[src/rtl/forward_hazard_unit.sv]
// forward_hazard_unit
//
// Purpose
//   This block is the forwarding and load-use hazard controller for a
//   classic five-stage pipeline.
//   - It drives the 2-bit select codes for the EX-stage ALU operand muxes:
//     00 = register file, 01 = EX/MEM result, 10 = MEM/WB result.
//   - It detects load-use hazards. On a hazard it freezes PC and IF/ID and
//     inserts a bubble into EX.
//   - It keeps its own shadow copy of the EX, MEM and WB destination
//     information, so it needs nothing from the datapath registers.
//   - It counts load-use stall cycles for performance monitoring. The count
//     saturates instead of wrapping.
//
// Parameters
//   REGBITS  register-index width
//   CNTBITS  width of the stall-cycle counter
//
// Ports
//   clk          in   1        rising-edge clock
//   reset        in   1        synchronous, active-high reset
//   id_valid     in   1        ID holds a real instruction
//   id_rs        in   REGBITS  ID source A index
//   id_rt        in   REGBITS  ID source B index
//   id_uses_rt   in   1        ID instruction reads rt
//   id_dst       in   REGBITS  ID destination index
//   id_regwrite  in   1        ID instruction writes a register
//   id_memread   in   1        ID instruction is a load
//   flush        in   1        branch/jump taken; kill the ID instruction
//   ext_stall    in   1        memory wait; freeze all tracking state
//   fwd_a_sel    out  2        operand A mux select for the EX instruction
//   fwd_b_sel    out  2        operand B mux select for the EX instruction
//   stall_lu     out  1        load-use stall is active this cycle
//   pc_write     out  1        PC may update
//   ifid_write   out  1        IF/ID register may update
//   stall_count  out  CNTBITS  saturating count of load-use stall cycles

module forward_hazard_unit #(
    parameter int REGBITS = 5,
    parameter int CNTBITS = 16
) (
    input  logic               clk,
    input  logic               reset,
    input  logic               id_valid,
    input  logic [REGBITS-1:0] id_rs,
    input  logic [REGBITS-1:0] id_rt,
    input  logic               id_uses_rt,
    input  logic [REGBITS-1:0] id_dst,
    input  logic               id_regwrite,
    input  logic               id_memread,
    input  logic               flush,
    input  logic               ext_stall,
    output logic [1:0]         fwd_a_sel,
    output logic [1:0]         fwd_b_sel,
    output logic               stall_lu,
    output logic               pc_write,
    output logic               ifid_write,
    output logic [CNTBITS-1:0] stall_count
);

    localparam logic [REGBITS-1:0] REG_ZERO = '0;
    localparam logic [CNTBITS-1:0] CNT_ZERO = '0;
    localparam logic [CNTBITS-1:0] CNT_MAX  = '1;
    localparam logic [CNTBITS-1:0] CNT_ONE  = {{(CNTBITS-1){1'b0}}, 1'b1};

    localparam logic [1:0] SEL_RF  = 2'b00;
    localparam logic [1:0] SEL_MEM = 2'b01;
    localparam logic [1:0] SEL_WB  = 2'b10;

    // Shadow pipeline state
    logic               ex_valid;
    logic [REGBITS-1:0] ex_rs;
    logic [REGBITS-1:0] ex_rt;
    logic [REGBITS-1:0] ex_dst;
    logic               ex_regwr;
    logic               ex_memrd;

    logic               mem_valid;
    logic [REGBITS-1:0] mem_dst;
    logic               mem_regwr;

    logic               wb_valid;
    logic [REGBITS-1:0] wb_dst;
    logic               wb_regwr;

    logic [CNTBITS-1:0] stall_cnt_q;

    // Derived control
    logic advance;
    logic inject_bubble;
    logic mem_writes_live;
    logic wb_writes_live;
    logic ex_load_live;
    logic lu_hit_rs;
    logic lu_hit_rt;
    logic cnt_saturated;

    // The whole shadow pipeline moves together and freezes together.
    assign advance       = ~ext_stall;
    assign inject_bubble = stall_lu | flush;

    // EX stage. A load-use stall and a flush both replace the ID
    // instruction with a bubble. The bubble's fields are zeroed so that
    // stale indices never linger, even though valid=0 already masks them.
    always_ff @(posedge clk) begin
        if (reset) begin
            ex_valid <= 1'b0;
            ex_rs    <= REG_ZERO;
            ex_rt    <= REG_ZERO;
            ex_dst   <= REG_ZERO;
            ex_regwr <= 1'b0;
            ex_memrd <= 1'b0;
        end else if (advance) begin
            if (inject_bubble) begin
                ex_valid <= 1'b0;
                ex_rs    <= REG_ZERO;
                ex_rt    <= REG_ZERO;
                ex_dst   <= REG_ZERO;
                ex_regwr <= 1'b0;
                ex_memrd <= 1'b0;
            end else begin
                ex_valid <= id_valid;
                ex_rs    <= id_rs;
                ex_rt    <= id_rt;
                ex_dst   <= id_dst;
                ex_regwr <= id_regwrite;
                ex_memrd <= id_memread;
            end
        end
    end

    // MEM stage
    always_ff @(posedge clk) begin
        if (reset) begin
            mem_valid <= 1'b0;
            mem_dst   <= REG_ZERO;
            mem_regwr <= 1'b0;
        end else if (advance) begin
            mem_valid <= ex_valid;
            mem_dst   <= ex_dst;
            mem_regwr <= ex_regwr;
        end
    end

    // WB stage
    always_ff @(posedge clk) begin
        if (reset) begin
            wb_valid <= 1'b0;
            wb_dst   <= REG_ZERO;
            wb_regwr <= 1'b0;
        end else if (advance) begin
            wb_valid <= mem_valid;
            wb_dst   <= mem_dst;
            wb_regwr <= mem_regwr;
        end
    end

    // Stall-cycle counter. A cycle in which ext_stall is also high does not
    // count, because the same stall is seen again once the memory wait ends.
    assign cnt_saturated = (stall_cnt_q == CNT_MAX);

    always_ff @(posedge clk) begin
        if (reset) begin
            stall_cnt_q <= CNT_ZERO;
        end else if (advance && stall_lu && !cnt_saturated) begin
            stall_cnt_q <= stall_cnt_q + CNT_ONE;
        end
    end

    assign stall_count = stall_cnt_q;

    // A stage can supply a value only if it really writes a register.
    // Register 0 is hard-wired to zero, so a write to it is never forwarded.
    assign mem_writes_live = mem_valid & mem_regwr & (mem_dst != REG_ZERO);
    assign wb_writes_live  = wb_valid  & wb_regwr  & (wb_dst  != REG_ZERO);

    // Operand select. MEM holds the newer value, so it wins over WB.
    // Code 11 is never produced.
    always_comb begin
        fwd_a_sel = SEL_RF;
        fwd_b_sel = SEL_RF;
        if (ex_valid) begin
            if (mem_writes_live && (mem_dst == ex_rs)) begin
                fwd_a_sel = SEL_MEM;
            end else if (wb_writes_live && (wb_dst == ex_rs)) begin
                fwd_a_sel = SEL_WB;
            end

            if (mem_writes_live && (mem_dst == ex_rt)) begin
                fwd_b_sel = SEL_MEM;
            end else if (wb_writes_live && (wb_dst == ex_rt)) begin
                fwd_b_sel = SEL_WB;
            end
        end
    end

    // Load-use detection. A load in EX has no data until the end of MEM, so
    // a consumer in ID must wait one cycle. After that wait, the load has
    // reached MEM/WB and normal forwarding covers it. A flushed ID
    // instruction is dead, so it never causes a stall.
    assign ex_load_live = ex_valid & ex_memrd & ex_regwr & (ex_dst != REG_ZERO);
    assign lu_hit_rs    = (ex_dst == id_rs);
    assign lu_hit_rt    = id_uses_rt & (ex_dst == id_rt);

    assign stall_lu = id_valid & ~flush & ex_load_live & (lu_hit_rs | lu_hit_rt);

    assign pc_write   = ~stall_lu & ~ext_stall;
    assign ifid_write = ~stall_lu & ~ext_stall;

endmodule

[config.mk]
export PLATFORM = sky130hd
export DESIGN_NAME = forward_hazard_unit
export DESIGN_NICKNAME = d
export VERILOG_FILES = /design/src/rtl/forward_hazard_unit.sv
export SDC_FILE = /design/constraint.sdc
export NUM_CORES = 1
export LEC_CHECK = 0
export ABC_AREA = 1
export BUFFER_PORTS_ARGS = -buffer_cell sky130_fd_sc_hd__buf_2
export CORE_UTILIZATION = 56
export CTS_CLUSTER_DIAMETER = 80
export DETAILED_ROUTE_END_ITERATION = 10
export GPL_TIMING_DRIVEN = 1
export PLACE_DENSITY = 0.89
export SYNTH_ARGS = -nofsm -noshare
export SYNTH_HDL_FRONTEND = slang
export SYNTH_SLANG_ARGS = --single-unit
[constraint.sdc]
create_clock -name clk -period 1.6 [get_ports clk]
set_input_delay 0.32 -clock clk [delete_from_list [all_inputs] [get_ports clk]]
set_output_delay 0.32 -clock clk [all_outputs]
set_load 0.005 [all_outputs]
# After elaboration in Yosys (flattened, before gate mapping)
# Index checks and enable logic that the tools add are counted.
# word_totals
rom_bits	0
output_inout_bits	23
memories	0
reg_bits	48
latch_bits	0
ramBits	0
# op_classes
n_lt_le_gt_ge	0
n_div	0
n_bitwise	17
n_reduce_logical	10
shifts	0
addsub	1
n_eq_ne	7
n_mux	12
mul	0
# op_table
operator	n
5-bit equality test	6
16-bit by 1-bit adder with 16-bit output, second input constant	1
16-bit equality test, second input constant	1
5-bit 2-to-1 mux	3
5-bit nonzero test	3
1-bit AND	12
2-bit 2-to-1 mux	6
1-bit logical AND	6
1-bit 2-to-1 mux	3
1-bit NOT	3
1-bit bitwise OR	2
1-bit logical NOT	1

# Depth between registers and ports, before layout
# Gate-level depths: netlist of the first run.
# depth
word_depth	7
mapped_depth	11

# Worst setup path after synthesis of the first run
# OpenSTA, ideal clock, no wires.
# synth_path
path_kind	flip-flop to flip-flop
start	reg stall_cnt_q[0] (netlist: stall_count[0])
end	reg stall_cnt_q[2] (netlist: stall_count[2])
arrival_ns	1.355
setup_ns	0.114
t_required_ns	1.486
slack_ns	0.131
synth_period_minus_slack_ns	1.469
path_stages_with_launch	12
path_cell_list	dfxtp_1 > ha_1 > nand2_1 > nor2_1 > nand2_2 > nor2_4 > nand2_4 > nand4_4 > buf_6 > nand2_1 > nand2_1 > nor2_2
# synth_via
elab_chain_cells	3
elab_cells_between_ends	4
# synth_lines
element	line	text
from (decl)	86	logic [CNTBITS-1:0] stall_cnt_q;
from (signal assigned)	166	stall_cnt_q <= stall_cnt_q + CNT_ONE;
branches (longest 3 deep; another with 16-bit by 1-bit adder with 16-bit output)	n/a	
# Parallel ways; which one is timed is not known.
# A chain may end at the register's enable or synchronous reset.

# Worst setup path after layout of the first run
# layout_path
start	reg mem_dst[1]
end	out fwd_a_sel[1]
# layout_via
elab_chain_cells	5
elab_cells_between_ends	6
# layout_lines
element	line	text
from (decl)	79	logic [REGBITS-1:0] mem_dst;
from (signal assigned)	140	mem_dst <= ex_dst;
5-bit nonzero test	174	assign mem_writes_live = mem_valid & mem_regwr & (mem_dst != REG_ZERO);
1-bit AND	174	
1-bit logical AND (*)	183	if (mem_writes_live && (mem_dst == ex_rs)) begin
2-bit 2-to-1 mux (*)	183	
2-bit 2-to-1 mux (*)	182	if (ex_valid) begin
to (decl)	53	output logic [1:0] fwd_a_sel,
# Mark *: on every way between the ends. The rest lies on a longest branch, timed or not.

==> results of run 1 <==
-- power groups by stage --
stage	Clock, mW	Combinational, mW	Sequential [mW]
after floorplan	0	0.186	1.29
after global placement	0	0.259	1.30
after detailed placement	0	0.267	1.30
after CTS	0.910	0.313	1.28
after global routing	0.978	0.410	1.29
final	0.919	0.385	1.28
-- final cells by class --
type | count | area [um2] | share of cell area, %
Multi-Input combinational cell | 295 | 1800 | 49.6
Sequential cell | 48 | 1010 | 28.0
Timing Repair Buffer | 76 | 477 | 13.2
Inverter | 38 | 155 | 4.28
Clock buffer | 5 | 68.8 | 1.90
Tap cell | 52 | 65.1 | 1.79
Clock inverter | 3 | 46.3 | 1.28
-- registers in the layout, summed over array words and instances, names as in the netlist --
signal       flops
stall_count     16
mem_regwr        1
ex_rs            5
ex_dst           5
ex_rt            5
wb_regwr         1
ex_valid         1
ex_regwr         1
ex_memrd         1
wb_dst           5
wb_valid         1
mem_dst          5
mem_valid        1
-- Yosys cell counts (2+ instances only) --
master,instances
buf_2,3
nand2_1,93
inv_2,6
nor2_4,2
xnor2_1,4
nand4_1,22
xor2_1,18
nor2_2,15
nand2_2,2
nand3_1,13
nor4_1,3
buf_4,2
clkbuf_1,9
o21ai_0,17
a31oi_1,2
dfxtp_1,48
nor2_1,58
inv_1,31
a21oi_1,30
nor3_1,4
nand2_4,3
-- critical path, delay by kind of cell, from the launching register on --
family,cells,cell delay [ns]
and+or+nand+nor,4,0.45
xor gates and xnor gates,1,0.15
DFF,1,0.38
buffers and inverters,2,0.24
-- metal layers --
metal / vias up / wire [um] / global-route usage (%)
met5: - / 0 / 0
met4: 0 / 415 / 14.9
met3: 53 / 884 / 5.84
met2: 261 / 4390 / 54.9
met1: 1439 / 3390 / 40.0
li1: 1410 / - / -
-- cell families (layout without fill, tap and decap cells) --
kind of cell | after synthesis | in the layout | share of synthesized area (%)
and+or+nand+nor | 220 | 222 | 38.6
AOI/OAI and AO/OA | 50 | 50 | 9.54
xor gates and xnor gates | 22 | 22 | 7.20
adders and majority gates | 1 | 1 | 0.467
DFF | 48 | 48 | 35.9
buffers and inverters | 54 | 122 | 8.27
-- worst paths after layout --
| kind | slack (ns) | end | cells after the start |
|---|---|---|---|
| hold / removal | 0.27 | ex_dst[1]$_SDFFE_PP0N_ | 3 |
| setup / recovery | -0.25 | fwd_a_sel[1] | 7 |
| hold reg to reg | 0.50 | ex_regwr$_SDFFE_PP0N_ | 2 |
| setup reg to reg | -0.21 | stall_count[3]$_SDFFE_PP0P_ | 12 |
-- stage by stage --
stage	total power [mW]	worst slack [ns]	utilization (%)	area, um2	hold WS [ns]
2_1_floorplan	1.48	0.131	-	2680	0.441
3_3_place_gp	1.56	0.0497	66.4	2970	0.456
3_5_place_dp	1.57	0.00118	66.4	2970	0.463
4_1_cts	2.50	-0.241	73.7	3300	0.272
5_1_grt	2.67	-0.318	81.0	3620	0.275
6_report	2.58	-0.253	81.0	3620	0.274
-- repair_timing --
action / 4_1_cts / 5_1_grt
setup endpoints to repair: 10 / 35
setup buffers: 16 / 7
pin swaps: 14 / 38
gates cloned: 0 / 2
gates resized for setup: 28 / 80
hold buffers: 0 / 0
hold endpoints to repair: 0 / 0
==> run_results.csv, run 1 <==
group,metric,value,unit
outcome,outcome,"finished, violations left",
synthesis,synth-seq-cells,48,
final_layout,drive_gt1_share,39.8,%
timing,setup_viol,21,
pwr,power.share.switching,28.1,%
global_route,grt_pass1_wl,12700,um
detailed_routing,drt_iter0_drc,428,
global_route,antenna_found_initial,0,
worst_hold_path,hp-class,"in -> reg",
pwr,leakage,1.63,nW
die,start_util,59.8,%
final_layout,final_common_cell,"nand2_1",
synthesis,ys.flop_type,"dfxtp_1",
place,numPlacedInstances,487,
place,dp_hpwl,4720,um
worst_setup_path,max_stage_delay,0.38,ns
outcome,violations,"negative setup slack",
worst_setup_path,rr_startpoint,"ex_dst[2]$_SDFFE_PP0N_",
worst_setup_path,crit_type,"reg -> out",
final_layout,synthToLayoutAreaGrowth,35.4,%
worst_setup_path,crit_chain,"buf_6 > xor2_1 > nor3_1 > nand3_2 > nand4_1 > nor2_1 > buf_2",
global_route,grt_pass1_vias,2681,
clocking,path_clk_slew,0.09,ns
worst_setup_path,required,1.28,ns
clocking,cts_sinks,48,
die,io_pins,46,
timing,skew,0.00532,ns
synthesis,synth_edf_count,0,
pwr,internal_power,1.86,mW
synthesis,yosys-top-cells-area,"dfxtp_1 (36%), nand2_1 (13%), nor2_1 (8.1%)",
timing,period_share,116,%
synthesis,syn-num-nets,419,
worst_setup_path,endpoint_kind,"output port",
timing,rsz0062_at_grt,"true",
clocking,numCtsBuffers,5,
pwr,pwr-share-seq,49.6,%
timing,slew_headroom,62.4,%
timing,tightestPinTransition,0.563,ns
synthesis,ys_seq_area_share,35.9,%
detailed_routing,firstDrtPassIters,7,
final_layout,layout_common_cells,"nand2_1 (76), nor2_1 (50), buf_2 (45)",
detailed_routing,drt-total-wl,9090,um
worst_hold_path,hp-start,"id_dst[1]",
synthesis,synth_top_area_cell,"dfxtp_1",
synthesis,synth.distinct_cells,31,
worst_setup_path,cp-start-kind,"flip-flop",
run,cap_viol_max_count,0,
global_route,grt_usage,32.4,%
final_layout,nets,488,
synthesis,postSynthCellCount,395,
final_layout,stdcell_count,517,
final_layout,fillers,235,
timing,finalHoldViolCount,0,
die,placementRows,24,
synthesis,synth_top_area_share,35.9,%
timing,worst_slack,-0.253,ns
worst_setup_path,cp_slowest_cell,"dfxtp_4",
pwr,clockPowerShare,35.5,%
clocking,htreeDepth,2,
synthesis,ys_async_sr_fraction,0,%
timing,tns,-2.67,ns
timing,finalMaxSlewViolations,0,
synthesis,yosys_warnings,0,
place,portBuffers,45,
clocking,cts_root_buffer,"clkbuf_8",
timing,finalCriticalPeriod,1.85,ns
detailed_routing,wl_per_cell,17.6,um
pwr,p_per_area,713,mW/mm2
synthesis,netlist_area,0.00268,mm2
clocking,cts_tree,"done",
pwr,p_comb_share,14.9,%
detailed_routing,detail-route-antenna-nets,0,
pwr,peakVddDrop,0.578,mV
die,die_width,71.1,um
place,place_congestion,0.919,
detailed_routing,viasPerCell,6.12,
die,core-area,0.00447,mm2
die,die_y,71.1,um
detailed_routing,post-route-drc-count,0,
global_route,globalRouteOverflowTotal,0,
die,dieArea,0.00506,mm2
clocking,clk_path_buf_depth,2,
timing,fmax,0.540,GHz
detailed_routing,num_vias,3163,
clocking,clk_latency,0.31,ns
worst_setup_path,crit_arrival,1.53,ns
worst_setup_path,crit_start,"mem_dst[1]$_SDFFE_PP0N_",
pwr,p_switching,0.727,mW
synthesis,avgSynthCellArea,6.78,um2
final_layout,diodes,0,
global_route,grt_max_degree,29,
worst_setup_path,cp_max_fo,3,
Note: power is estimated with default switching activity, not from simulation.
==> run 2, diff against run 1 <==
--- a/config.mk
+++ b/config.mk
@@ -5,13 +5,12 @@
 export SDC_FILE = /design/constraint.sdc
 export NUM_CORES = 1
 export LEC_CHECK = 0
-export ABC_AREA = 1
 export BUFFER_PORTS_ARGS = -buffer_cell sky130_fd_sc_hd__buf_2
-export CORE_UTILIZATION = 56
+export CORE_UTILIZATION = 55
 export CTS_CLUSTER_DIAMETER = 80
 export DETAILED_ROUTE_END_ITERATION = 10
 export GPL_TIMING_DRIVEN = 1
-export PLACE_DENSITY = 0.89
+export PLACE_DENSITY = 0.88
 export SYNTH_ARGS = -nofsm -noshare
 export SYNTH_HDL_FRONTEND = slang
 export SYNTH_SLANG_ARGS = --single-unit
==> run 2 against run 1 <==
The flow now stops in global routing. Area after synthesis shrank 8.6%. Synthesized cell count shrank 33%.
==> run_results.csv, run 2 <==
group,metric,value,unit
synthesis,yosys-top-cells-area,"dfxtp_1 (39%), xnor2_1 (6.4%), mux2i_1 (6.1%)",
synthesis,synth.most_common_cell,"dfxtp_1",
synthesis,ys_seq_area_share,39.3,%
synthesis,ys_async_sr_fraction,0,%
outcome,outcome,"aborted with a tool error",
timing,worstEndpointGrtRepair,"fwd_a_sel[1]",
clocking,numCtsBuffers,5,
synthesis,postSynthCellCount,266,
synthesis,syn-num-nets,290,
clocking,cts_root_buffer,"clkbuf_8",
die,start_util,59.1,%
clocking,clk_path_buf_depth,2,
synthesis,yosys_warnings,0,
timing,worst-ep-kind,"output port",
synthesis,synth-seq-cells,48,
synthesis,synth.distinct_cells,37,
die,placementRows,23,
synthesis,avgSynthCellArea,9.20,um2
outcome,lastStage,"global routing",
clocking,cts_sinks,48,
die,die_width,68.7,um
place,place_ws,-0.404,ns
synthesis,netlist_area,0.00245,mm2
die,io_pins,46,
synthesis,synth_top_area_cell,"dfxtp_1",
place,place_congestion,0.901,
synthesis,synth_top_area_share,39.3,%
clocking,htreeDepth,2,
place,numPlacedInstances,414,
synthesis,ys.flop_type,"dfxtp_1",
clocking,postCtsHoldBufs,0,
outcome,error,"[ERROR DPL-0038] Utilization greater than 100%, impossible to legalize",
place,dp_hpwl,5220,um
die,die_y,68.7,um
synthesis,yosys-top-cells-count,"dfxtp_1 (48), nor2_1 (30), xnor2_1 (18)",
place,portBuffers,45,
global_route,grt_max_degree,28,
synthesis,synth_edf_count,0,
run 2: cell types whose count changed after synthesis, moves of 16 or more:
| cell | previous run | this run |
|---|---|---|
| o21ai_0 | 17 | 1 |
| a21oi_1 | 30 | 5 |
| nor2_1 | 58 | 30 |
| inv_1 | 31 | 2 |
| a22o_1 | 0 | 17 |
| nand2_1 | 93 | 9 |
run 2: kinds of logic after synthesis:
logic type / after synthesis / share of synthesized area, %
AND/OR/NAND/NOR: 111 / 23.7
flip-flops: 48 / 39.3
adder cells (fa/ha/maj): 1 / 0.511
AO/OA/AOI/OAI: 35 / 11.9
multiplexers: 25 / 10.7
buffers and inverters: 16 / 3.17
XOR/XNOR: 30 / 10.7
run 2: timing repair:
item                                    CTS
cloned                                    4
buffers inserted                         20
endpoints found under the hold margin     0
pin swaps                                36
endpoints found under the setup margin   41
resized for setup                        92
run 2: through the flow:
stage	area, um2	TNS [ns]
floorplan	2490	-1.24
global placement	3220	-6.44
detailed placement	3220	-9.01
CTS	4020	-8.79
==> run 3, diff against run 2 <==
--- a/config.mk
+++ b/config.mk
@@ -6,11 +6,10 @@
 export NUM_CORES = 1
 export LEC_CHECK = 0
 export BUFFER_PORTS_ARGS = -buffer_cell sky130_fd_sc_hd__buf_2
-export CORE_UTILIZATION = 55
-export CTS_CLUSTER_DIAMETER = 80
+export CORE_UTILIZATION = 40
 export DETAILED_ROUTE_END_ITERATION = 10
 export GPL_TIMING_DRIVEN = 1
-export PLACE_DENSITY = 0.88
+export PLACE_DENSITY_LB_ADDON = 0.15
 export SYNTH_ARGS = -nofsm -noshare
 export SYNTH_HDL_FRONTEND = slang
 export SYNTH_SLANG_ARGS = --single-unit
==> run 3 against run 2 <==
The flow now finishes, with violations (negative setup slack). Area after synthesis stayed put. Synthesized cell count stayed put.
==> run_results.csv, run 3 <==
group,metric,value,unit
timing,fmax,0.468,GHz
worst_setup_path,crit_chain,"buf_6 > xor2_1 > or4_1 > nor4_2 > buf_2",
clocking,clk_latency,0.31,ns
final_layout,layout_common_cells,"buf_4 (63), buf_2 (45), dfxtp_1 (32)",
worst_setup_path,crit_type,"reg -> out",
worst_setup_path,endpoint_kind,"output port",
worst_setup_path,cp_max_fo,3,
clocking,cts_root_buffer,"clkbuf_8",
die,io_pins,46,
synthesis,netlist_area,0.00245,mm2
clocking,cts_tree,"done",
synthesis,synth.distinct_cells,37,
timing,setup_viol,41,
timing,finalHoldViolCount,0,
timing,period_share,134,%
synthesis,ys_seq_area_share,39.3,%
final_layout,fillers,426,
die,start_util,41.3,%
timing,rsz0062_at_grt,"true",
clocking,numCtsBuffers,5,
pwr,power.share.switching,24.1,%
global_route,antenna_found_initial,0,
clocking,path_clk_slew,0.09,ns
detailed_routing,viasPerCell,5.41,
detailed_routing,drt_iter0_drc,114,
timing,worst_slack,-0.538,ns
final_layout,diodes,0,
place,place_congestion,0.818,
pwr,peakVddDrop,0.348,mV
final_layout,post-route-util,70.4,%
place,portBuffers,45,
outcome,violations,"negative setup slack",
timing,finalCriticalPeriod,2.14,ns
final_layout,nets,418,
final_layout,drive_gt1_share,55.9,%
synthesis,yosys_warnings,0,
worst_setup_path,crit_arrival,1.82,ns
worst_setup_path,timing.critical_path.buf_inv,2,
detailed_routing,drt-total-wl,8070,um
die,placementRows,28,
run,cap_viol_max_count,0,
timing,hold_slack,0.231,ns
place,dp_hpwl,4900,um
synthesis,syn-num-nets,290,
synthesis,avgSynthCellArea,9.20,um2
synthesis,ys_async_sr_fraction,0,%
die,core-area,0.00592,mm2
clocking,cts_sinks,48,
detailed_routing,detail-route-antenna-nets,0,
final_layout,final_common_cell,"buf_4",
synthesis,yosys-top-cells-area,"dfxtp_1 (39%), xnor2_1 (6.4%), mux2i_1 (6.1%)",
clocking,htreeDepth,2,
global_route,grt_max_degree,31,
detailed_routing,wl_per_cell,17.2,um
synthesis,ys.flop_type,"dfxtp_1",
worst_setup_path,required,1.28,ns
synthesis,synth.most_common_cell,"dfxtp_1",
pwr,pwr-share-seq,48.5,%
global_route,grt_usage,25.6,%
detailed_routing,post-route-drc-count,0,
pwr,p_switching,0.615,mW
final_layout,ff_latch_area,996,um2
synthesis,synth_edf_count,0,
pwr,clockPowerShare,37.6,%
synthesis,synth_top_area_share,39.3,%
worst_setup_path,cp-start-kind,"flip-flop",
final_layout,synthToLayoutAreaGrowth,70.3,%
synthesis,postSynthCellCount,266,
final_layout,multi_input_area,0.00186,mm2
detailed_routing,firstDrtPassIters,4,
synthesis,synth-seq-cells,48,
global_route,grt_pass1_wl,12400,um
worst_setup_path,cp_slowest_cell,"or4_1",
pwr,p_comb_share,13.9,%
timing,finalMaxSlewViolations,0,
synthesis,synth_top_area_cell,"dfxtp_1",
pwr,internal_power,1.94,mW
outcome,outcome,"finished, violations left",
die,die_y,80.2,um
worst_setup_path,critPathTopFamily,"simple AND/OR/NAND/NOR gates",
final_layout,largest_reg_flops,16,
pwr,p_per_area,614,mW/mm2
pwr,leakage,1.90,nW
global_route,grt_pass1_vias,2445,
die,die_width,80.2,um
timing,slew_headroom,76.0,%
clocking,clk_path_buf_depth,2,
worst_hold_path,hp-class,"in -> reg",
timing,tightestPinTransition,0.358,ns
detailed_routing,num_vias,2542,
worst_setup_path,max_stage_delay,0.53,ns
timing,skew,0.00917,ns
synthesis,yosys-top-cells-count,"dfxtp_1 (48), nor2_1 (30), xnor2_1 (18)",
global_route,globalRouteOverflowTotal,0,
die,dieArea,0.00644,mm2
## run 3: cell counts after synthesis
No cell type changed its count.
## run 3: stage by stage
step	worst slack, ns	setup TNS (ns)	total power, mW	instance area (um2)	instances
2_1_floorplan	-0.111	-1.24	1.41	2490	266
3_3_place_gp	-0.422	-8.33	1.53	3320	446
3_5_place_dp	-0.440	-8.82	1.54	3320	446
4_1_cts	-0.542	-9.23	2.55	4050	467
5_1_grt	-0.638	-15.63	2.66	4170	470
6_report	-0.538	-13.75	2.56	4170	470
## run 3: what timing repair did
action                     CTS  global route
cloned                       4             0
resized for setup           82            32
setup endpoints to repair   40            40
pin swaps                   37            28
hold buffers                 0             0
buffers inserted             9             6
## run 3: power by group through the flow
stage | Clock (mW) | Combinational (mW) | Sequential (mW)
floorplan | 0 | 0.138 | 1.27
global placement | 0 | 0.263 | 1.27
detailed placement | 0 | 0.267 | 1.27
CTS | 0.978 | 0.336 | 1.24
global route | 1.04 | 0.379 | 1.24
finish | 0.963 | 0.355 | 1.24
## run 3: final cells by class
type	count	area share (%)
Inverter	2	0.180
Clock buffer	7	2.31
Tap cell	75	2.25
Multi-Input combinational cell	202	44.7
Sequential cell	48	23.9
Clock inverter	1	0.721
Timing Repair Buffer	135	25.9
## run 3: worst paths after layout
kind	cells past startpoint	startpoint	endpoint	slack (ns)
max	5	wb_dst[1]$_SDFFE_PP0N_	fwd_a_sel[1]	-0.54
min	2	id_dst[2]	ex_dst[2]$_SDFFE_PP0N_	0.23
max reg2reg	7	ex_dst[1]$_SDFFE_PP0N_	stall_count[15]$_SDFFE_PP0P_	-0.48
min reg2reg	2	wb_valid$_SDFFE_PP0N_	wb_valid$_SDFFE_PP0N_	0.52
## run 3: kinds of logic (layout without fill, tap and decap cells)
kind of cell / after synthesis / in the layout / synth area share (%)
muxes: 25 / 25 / 10.7
xor gates and xnor gates: 30 / 30 / 10.7
buffers and inverters: 16 / 145 / 3.17
AOI/OAI and AO/OA: 35 / 35 / 11.9
DFF: 48 / 48 / 39.3
adders and majority gates: 1 / 1 / 0.511
and+or+nand+nor: 111 / 111 / 23.7
## run 3: routing by layer
metal  routed length (um)  global-route usage [%]
met5                    0                       0
met3                  364                    4.55
met1                 3540                    34.8
met2                 4000                    41.7
met4                  169                    6.61
==> run 4, diff against run 3 <==
--- a/config.mk
+++ b/config.mk
@@ -6,7 +6,7 @@
 export NUM_CORES = 1
 export LEC_CHECK = 0
 export BUFFER_PORTS_ARGS = -buffer_cell sky130_fd_sc_hd__buf_2
-export CORE_UTILIZATION = 40
+export CORE_UTILIZATION = 25
 export DETAILED_ROUTE_END_ITERATION = 10
 export GPL_TIMING_DRIVEN = 1
 export PLACE_DENSITY_LB_ADDON = 0.15
==> run 4 against run 3 <==
The flow still finishes with violations (negative setup slack). Non-clock buffer count is 10 higher. Combinational power is 2% lower. Hold slack worse by 0.0065 ns. Global-route usage is 9.5 points lower.
==> run_results.csv, run 4 (same netlist as run 3, synthesis figures left out) <==
group,metric,value,unit
worst_setup_path,cp_max_fo,2,
outcome,outcome,"finished, violations left",
pwr,internal_power,1.87,mW
die,dieArea,0.0102,mm2
clocking,clk_latency,0.31,ns
timing,skew,0.0132,ns
final_layout,nets,428,
worst_setup_path,crit_arrival,1.83,ns
pwr,leakage,1.91,nW
detailed_routing,firstDrtPassIters,4,
worst_setup_path,cp-start-kind,"flip-flop",
run,cap_viol_max_count,0,
pwr,p_total,2.52,mW
global_route,grt_max_degree,45,
clocking,numCtsBuffers,5,
timing,worst_slack,-0.549,ns
clocking,htreeDepth,2,
timing,tns,-13.56,ns
die,core-area,0.00937,mm2
detailed_routing,viasPerCell,4.64,
final_layout,drive_gt1_share,54.1,%
place,dp_hpwl,5270,um
timing,hold_slack,0.225,ns
worst_setup_path,crit_type,"reg -> out",
pwr,clockPowerShare,36.9,%
final_layout,largest_reg_flops,16,
clocking,postCtsHoldBufs,0,
die,die_y,101,um
timing,setup_viol,40,
final_layout,synthToLayoutAreaGrowth,72.5,%
timing,period_share,134,%
global_route,antenna_found_initial,0,
pwr,pwr-share-seq,49.2,%
detailed_routing,post-route-drc-count,0,
detailed_routing,drt-total-wl,7830,um
timing,finalMaxSlewViolations,0,
worst_setup_path,endpoint_kind,"output port",
final_layout,layout_common_cells,"buf_4 (73), buf_2 (45), dfxtp_1 (35)",
die,io_pins,46,
timing,rsz0062_at_grt,"true",
pwr,p_per_area,596,mW/mm2
clocking,cts_sinks,48,
place,portBuffers,45,
global_route,grt_usage,16.1,%
outcome,violations,"negative setup slack",
worst_setup_path,required,1.28,ns
die,die_width,101,um
detailed_routing,wl_per_cell,14.7,um
clocking,clk_path_buf_depth,2,
timing,tightestPinTransition,0.389,ns
final_layout,final_common_cell,"buf_4",
die,start_util,26.1,%
timing,finalHoldViolCount,0,
pwr,peakVddDrop,0.355,mV
detailed_routing,detail-route-antenna-nets,0,
place,place_congestion,0.752,
clocking,cts_root_buffer,"clkbuf_8",
timing,finalCriticalPeriod,2.15,ns
clocking,cts_tree,"done",
pwr,power.share.switching,25.6,%
place,place_ws,-0.440,ns
global_route,globalRouteOverflowTotal,0,
timing,slew_headroom,73.8,%
detailed_routing,drt_iter0_drc,55,
pwr,p_comb_share,13.9,%
pwr,p_switching,0.645,mW
global_route,grt_pass1_wl,12700,um
worst_hold_path,hp-class,"in -> reg",
global_route,grt_pass1_vias,2501,
clocking,path_clk_slew,0.10,ns
detailed_routing,num_vias,2478,
timing,fmax,0.465,GHz
final_layout,diodes,0,
die,placementRows,35,
run 4: area by class of cell:
class | instances | area (um2)
clock inverter | 3 | 46.3
inverter | 2 | 7.51
fill | 940 | 5150
sequential | 48 | 987
tap | 129 | 161
clock buffer | 5 | 68.8
timing repair buffer | 145 | 1170
multi-input combinational | 202 | 1780
run 4: timing repair:
item / CTS / global route
setup buffers: 17 / 8
pin swaps: 36 / 16
resized for setup: 81 / 20
cloned: 6 / 0
setup endpoints to repair: 41 / 41
run 4: power by group through the flow:
stage	Combinational (mW)	Clock (mW)	Sequential, mW
2_1_floorplan	0.138	0	1.27
3_3_place_gp	0.274	0	1.27
3_5_place_dp	0.275	0	1.27
4_1_cts	0.348	0.957	1.24
5_1_grt	0.378	1.00	1.24
6_report	0.349	0.930	1.24
run 4: critical path: stages, from the launching register on:
cell      delay [ns]
dfxtp_2         0.33
or4_1           0.51
o211ai_1        0.26
nor4_1          0.11
nor3_1          0.17
buf_2           0.15
run 4: path summary, 6_finish.rpt:
path                                               from                           end  slack [ns]  cells past startpoint
worst max-delay path            mem_dst[1]$_SDFFE_PP0N_                  fwd_b_sel[1]       -0.55                      5
worst min-delay path                          id_dst[0]        ex_dst[0]$_SDFFE_PP0N_        0.22                      2
worst max register to register   ex_dst[2]$_SDFFE_PP0N_  stall_count[12]$_SDFFE_PP0P_       -0.47                      9
worst min register to register    wb_valid$_SDFFE_PP0N_         wb_valid$_SDFFE_PP0N_        0.51                      2
run 4: routing by layer:
layer | track usage [%] | vias up | share of wire [%]
met5 | 0 | - | 0
li1 | - | 1254 | -
met4 | 3.79 | 0 | 0.66
met2 | 26.1 | 40 | 47
met3 | 2.29 | 5 | 2.6
met1 | 22.5 | 1179 | 50
run 4: stage by stage:
step                area [um2]  util (%)  instances
floorplan                 2490         -        266
detailed placement        3390      36.2        499
finish                    4220      45.1        534
CTS                       4160      44.4        530
global route              4220      45.1        534
global placement          3390      36.2        499
